## config.mk

```make
export PLATFORM = sky130hd
export DESIGN_NAME = gps_srq_scheduler
export DESIGN_NICKNAME = d
export VERILOG_FILES = /design/src/rtl/gps_srq_scheduler.sv
export SDC_FILE = /design/constraint.sdc
export NUM_CORES = 1
export LEC_CHECK = 0
export BUFFER_PORTS_ARGS = -buffer_cell sky130_fd_sc_hd__buf_2
export CAP_MARGIN = 0
export CELL_PAD_IN_SITES_DETAIL_PLACEMENT = 0
export CELL_PAD_IN_SITES_GLOBAL_PLACEMENT = 1
export CORE_ASPECT_RATIO = 1.5
export CORE_MARGIN = 2
export CORE_UTILIZATION = 25
export DETAILED_ROUTE_END_ITERATION = 16
export PLACE_DENSITY_LB_ADDON = 0.1
export SYNTH_ARGS = -nofsm -noshare
export SYNTH_HDL_FRONTEND = slang
export SYNTH_SLANG_ARGS = --single-unit
```

## constraint.sdc

```tcl
create_clock -name clk -period 11.45 [get_ports clk]
set_input_delay 0.5725 -clock clk [delete_from_list [all_inputs] [get_ports clk]]
set_output_delay 0.5725 -clock clk [all_outputs]
set_load 0.02 [all_outputs]
```

## src/rtl/gps_srq_scheduler.sv

```systemverilog
// gps_srq_scheduler: latches demodulator epoch requests, picks one channel
// round-robin among unmasked pending requests, runs its serial I/Q readout
// (one load strobe, then IQ_BITS shift strobes) into a parallel word, and
// presents that word to the CPU via a valid/ack handshake.
module gps_srq_scheduler #(
   parameter int NCHAN   = 12,
   parameter int CHAN_W  = 4,
   parameter int IQ_BITS = 48,
   parameter int OVF_W   = 8
) (
   input  logic               clk,
   input  logic               rst,
   input  logic [NCHAN-1:0]   chan_srq,
   input  logic [NCHAN-1:0]   chan_mask,
   input  logic               sin,
   output logic [CHAN_W-1:0]  chan_sel,
   output logic               chan_load,
   output logic               chan_shift,
   output logic               out_valid,
   output logic [CHAN_W-1:0]  out_chan,
   output logic [IQ_BITS-1:0] iq_data,
   input  logic               out_ack,
   output logic [NCHAN-1:0]   pending,
   output logic [OVF_W-1:0]   ovf_cnt,
   input  logic               ovf_clr
);

   localparam int CNT_W  = $clog2(IQ_BITS);
   localparam int LOST_W = $clog2(NCHAN + 1);

   localparam logic [1:0] S_IDLE  = 2'd0;
   localparam logic [1:0] S_LOAD  = 2'd1;
   localparam logic [1:0] S_SHIFT = 2'd2;
   localparam logic [1:0] S_READY = 2'd3;

   logic [1:0]        state;
   logic [CHAN_W-1:0] rr;
   logic [CHAN_W-1:0] winner;
   logic              found;
   logic              grant;
   logic [NCHAN-1:0]  eligible;
   logic [NCHAN-1:0]  pend_next;
   logic [LOST_W-1:0] lost;
   logic [CNT_W-1:0]  bit_cnt;

   // Saturating add of this cycle's lost requests to the overrun counter.
   function automatic logic [OVF_W-1:0] sat_add(input logic [OVF_W-1:0] a,
                                                input logic [LOST_W-1:0] b);
      logic [OVF_W:0] s;
      s = {1'b0, a} + (OVF_W + 1)'(b);
      if (s[OVF_W]) return '1;
      return s[OVF_W-1:0];
   endfunction

   assign eligible   = pending & chan_mask;
   assign grant      = (state == S_IDLE) && found;
   assign chan_load  = (state == S_LOAD);
   assign chan_shift = (state == S_SHIFT);
   assign out_valid  = (state == S_READY);

   // Round-robin search starting just after the last granted channel, wrapping at NCHAN-1.
   always_comb begin
      int idx;
      logic [CHAN_W-1:0] idx_v;
      found  = 1'b0;
      winner = '0;
      idx    = 0;
      idx_v  = '0;
      for (int off = 1; off <= NCHAN; off++) begin
         idx = int'(rr) + off;
         if (idx >= NCHAN) idx = idx - NCHAN;
         idx_v = CHAN_W'(idx);
         if (!found && eligible[idx_v]) begin
            found  = 1'b1;
            winner = idx_v;
         end
      end
   end

   // Next pending bits; a new request beats the grant clear, a repeat request is an overrun.
   always_comb begin
      logic clr;
      pend_next = '0;
      lost      = '0;
      clr       = 1'b0;
      for (int i = 0; i < NCHAN; i++) begin
         clr          = grant && (winner == CHAN_W'(i));
         pend_next[i] = chan_srq[i] | (pending[i] & ~clr);
         if (chan_srq[i] && pending[i] && !clr) lost = lost + LOST_W'(1);
      end
   end

   // Request latches and overrun counter; clear wins over increment.
   always_ff @(posedge clk) begin
      if (rst) begin
         pending <= '0;
         ovf_cnt <= '0;
      end else begin
         pending <= pend_next;
         if (ovf_clr)
            ovf_cnt <= '0;
         else if (lost != '0)
            ovf_cnt <= sat_add(ovf_cnt, lost);
      end
   end

   // Service sequencer: grant, load strobe, serial capture (first bit ends in MSB), handshake.
   always_ff @(posedge clk) begin
      if (rst) begin
         state    <= S_IDLE;
         rr       <= CHAN_W'(NCHAN - 1);
         chan_sel <= '0;
         out_chan <= '0;
         iq_data  <= '0;
         bit_cnt  <= '0;
      end else begin
         case (state)
            S_IDLE: begin
               if (found) begin
                  chan_sel <= winner;
                  rr       <= winner;
                  state    <= S_LOAD;
               end
            end
            S_LOAD: begin
               bit_cnt <= '0;
               state   <= S_SHIFT;
            end
            S_SHIFT: begin
               iq_data <= {iq_data[IQ_BITS-2:0], sin};
               bit_cnt <= bit_cnt + CNT_W'(1);
               if (bit_cnt == CNT_W'(IQ_BITS - 1)) begin
                  out_chan <= chan_sel;
                  state    <= S_READY;
               end
            end
            default: begin
               if (out_ack) state <= S_IDLE;
            end
         endcase
      end
   end

endmodule

```

==> results <==
- The utilization after layout is 31.2%.
- The final layout contains routed wiring with a total length of 25900 um.
- Synthesis handed over a netlist of 885 instances.
- Setup violations remaining at the end of the flow were counted as 0.
- Buffers inserted during clock tree synthesis total 9.
- After synthesis the cells add up to 7500 um^2.
- The wire-length estimate of the detail-placed layout is 20900 um.
- Dividing the detail-routed via count by the number of cells gives 4.98.
- The path class of the lowest-slack min-delay path is in2reg.
- For the pin with the worst max-slew slack, the measured transition is 946 ps.
- The first global-routing pass estimated 40600 um of wire.
- Setup slack on the critical path of the routed design comes to 670 ps.
- The category of the worst setup path launch point is a flop.
- The count of endpoints failing hold in the final timing report is 0.
- The length in cells of the worst reg-to-reg path is 50.
- The number of optimization iterations in the first detailed-route pass is 4.
- The number of instances in the placed design is 1392.
- After clock tree synthesis, the clock-pin slew on the worst setup and hold paths is 70 ps.
- The period utilization is 94.1%.
- The number of global-route vias before repair came to 7027.
- By area the synthesized netlist is led by dfxtp_1 23%, mux2i_1 8.7%, ha_1 7.7%.
- The Yosys step of the flow raised 0 warnings.
- The global route total overflow is 0.
- TritonCTS built the clock tree.
- The startpoint identified for the worst hold timing path is chan_srq[6].
- The total area inside the core boundary comes to 29500 um^2.
- Counting I/O delays and the setup requirement, the final critical path takes 10780 ps.
- The buffer cell driving the clock tree root is clkbuf_16.
- The die is 216 um tall.
- During I/O placement, the number of pins put on the boundary was 108.
- For hold timing, the worst endpoint is pending[6].
- In this run, synthesis produced a sequential element count of 87.
- The die outline area is 31400 um^2.
- The area after detailed placement is 8710 um^2.
- The wire length per cell after detailed routing is 18.4 um.
- After routing the design area is 9180 um^2.
- The delay of the slowest cell on the worst path is 610 ps.
- The post-route antenna net violation count is 0.
- Setup repair after global routing could not meet its margin everywhere.
- The worst setup path is of the reg2reg kind.
- The clock insertion delay at the later pin of the skew report is 350 ps.
- Detailed routing inserted a total of 7008 vias.
- The starting utilization of the core area is 25.5%.
- Timing would allow up to 92.8 MHz.
- The layout cell share with drive strength beyond 1 is 25.7%.
- The run finished with clean final reports.
- The count of fill cells added during filler insertion is 3229.
- The register-to-register setup slack is 670 ps.
- Counting instances in the post-synthesis netlist gives the leading cell types as 123 x nor2_1, 87 x dfxtp_1, 65 x mux2i_1.
- The tool flagged a number of max-cap violations equal to 0.
- The library cell contributing the largest single delay on the critical path is or4b_2.
- The primary flip-flop cell chosen by synthesis mapping is dfxtp_1.
- The kind of end point of the critical path is a flop.
- The post-route clock skew is 8.76 ps.
- The final number of max-transition violations is 0.
- The total DRC errors in the routed layout is 0.
- The worst path arrival time is 11020 ps.
- Synthesis produced a netlist with a net count of 961.
- After synthesis, flip-flops and latches occupy 23.2% of the total area.
- The most common cell type on the critical path is ha_1.
- The overall die width is 145 um.
- The synthesized design devotes to its leading area cell type 23.2% of total area.
- The number of distinct standard cells referenced by the synthesized netlist is 98.
- OpenSTA, run right after detailed placement, puts the worst setup slack at 283 ps.
- The initial DRC count is 319.
- The most frequently used cell type in the post-synthesis netlist is nor2_1.
- Yosys mapped a number of flops with a built-in enable equal to 0.
- Of all flip-flops after synthesis, the portion carrying an async set or reset was 0%.
- The beginning of the worst register-to-register path is rr[1].
- The number of cells on the worst hold path is 3.
- The largest driver fanout on the critical path is 7.
- The number of cells in the finished layout apart from fillers is 1408.
- Data on the critical path is required at its endpoint by 11690 ps.
- The number of H-tree levels is 3.
- The antenna cell count is 0.
- Registers take 1740 um^2.
- The multi-input combinational cells in the finished layout cover a total of 5620 um^2.
- The largest buffer count on any clock path is 2.
- The area growth from synthesis to layout is 22.4%.
- The count of clock tree sinks is 87.
- The weighted congestion reported at the end of routability-driven placement is 0.848.
- The floorplan has 77 rows.
- The cell taking the most area after synthesis is dfxtp_1.
- In this run the tightest slew margin relative to its limit is 36.9%.
- In the global route stage, overall resource usage came out at 16.3%.
- The count of port buffers added during placement is 107.
- The per-instance average area after synthesis is 8.48 um^2.
- Entering global routing, the biggest net connects 79 pins.
- In this run the critical register-to-register path is captured at ovf_cnt[6].
- The initial antenna violation count came to 3.
- In the final design database the tool counted 1085 nets.
per-layer routing:
metal	up-vias	global-route usage (%)	share of wire, %
li1	3488	-	-
met1	3384	17.5	39
met2	100	32.3	55
met3	30	2.57	3.2
met4	6	5.20	2.1
met5	-	0	0.13
kinds of logic after synthesis:
logic type      synth area share, %
compound gates                 21.0
buf+inv                        4.22
simple gates                   21.6
fa+ha+maj                      7.94
mux                            13.5
xor+xnor                       8.49
flops                          23.2
metrics by stage:
step / TNS (ps) / hold slack (ps)
floorplan: 0 / 458
global placement: 0 / 472
detailed placement: 0 / 476
CTS: 0 / 429
global route: -54.8 / 456
finish: 0 / 438
layout make-up:
type / instances / area share [%]
clock inverter: 6 / 0.817
clock buffer: 9 / 2.45
sequential: 87 / 19.0
multi-input combinational: 722 / 61.2
timing repair buffer: 154 / 9.67
tap: 395 / 5.38
inverter: 35 / 1.47
worst max-delay path, delay by kind of cell, from the launching register on:
family	cells	cell delay, ps
xor gates and xnor gates	6	960
adders and majority gates	9	2690
AOI/OAI and AO/OA	14	2630
and+or+nand+nor	14	2790
buffers and inverters	4	300
DFF	1	440
muxes	3	850
repair_timing:
item | CTS | global route
buffers inserted | 0 | 1
resized for setup | 0 | 31
hold buffers | 0 | 0
endpoints found under the setup margin | 0 | 8
layout by cell type, fill, tap and decap left out, types with 8 or more instances in the layout:
cell type / instances
a211oi_1: 8
a21o_1: 11
a21oi_1: 49
a31oi_1: 10
and2_1: 14
and3_1: 10
buf_2: 107
buf_4: 47
clkbuf_16: 9
dfxtp_1: 86
ha_1: 44
inv_1: 30
mux2_2: 8
mux2i_1: 65
mux4_2: 12
nand2_1: 57
nand2b_1: 10
nand3_1: 13
nor2_1: 123
nor3_1: 20
o211ai_1: 8
o21ai_0: 22
or2_2: 8
or3_1: 14
xnor2_1: 26
xor2_1: 11
worst max-delay path by stage:
stage | start | endpoint | slack [ps] | depth (start not counted)
2_1_floorplan | chan_sel[2] | ovf_cnt[6] | 920 | 49
5_1_grt | rr[1] | ovf_cnt[7] | -40 | 47
3_5_place_dp | rr[1] | ovf_cnt[7] | 280 | 45
3_3_place_gp | rr[1] | ovf_cnt[7] | 200 | 45
4_1_cts | rr[1] | ovf_cnt[7] | 170 | 45
6_report | rr[1] | ovf_cnt[6] | 670 | 50
state kept, by name, indices dropped and copies added (netlist names):
| signal | flops |
|---|---|
| iq_data | 48 |
| pending | 12 |
| state | 2 |
| chan_sel | 4 |
| out_chan | 4 |
| rr | 3 |
| ovf_cnt | 8 |
| bit_cnt | 6 |
Power is not shown: default switching activity piles up to over one toggle a cycle in this logic, so the estimate is an artifact.
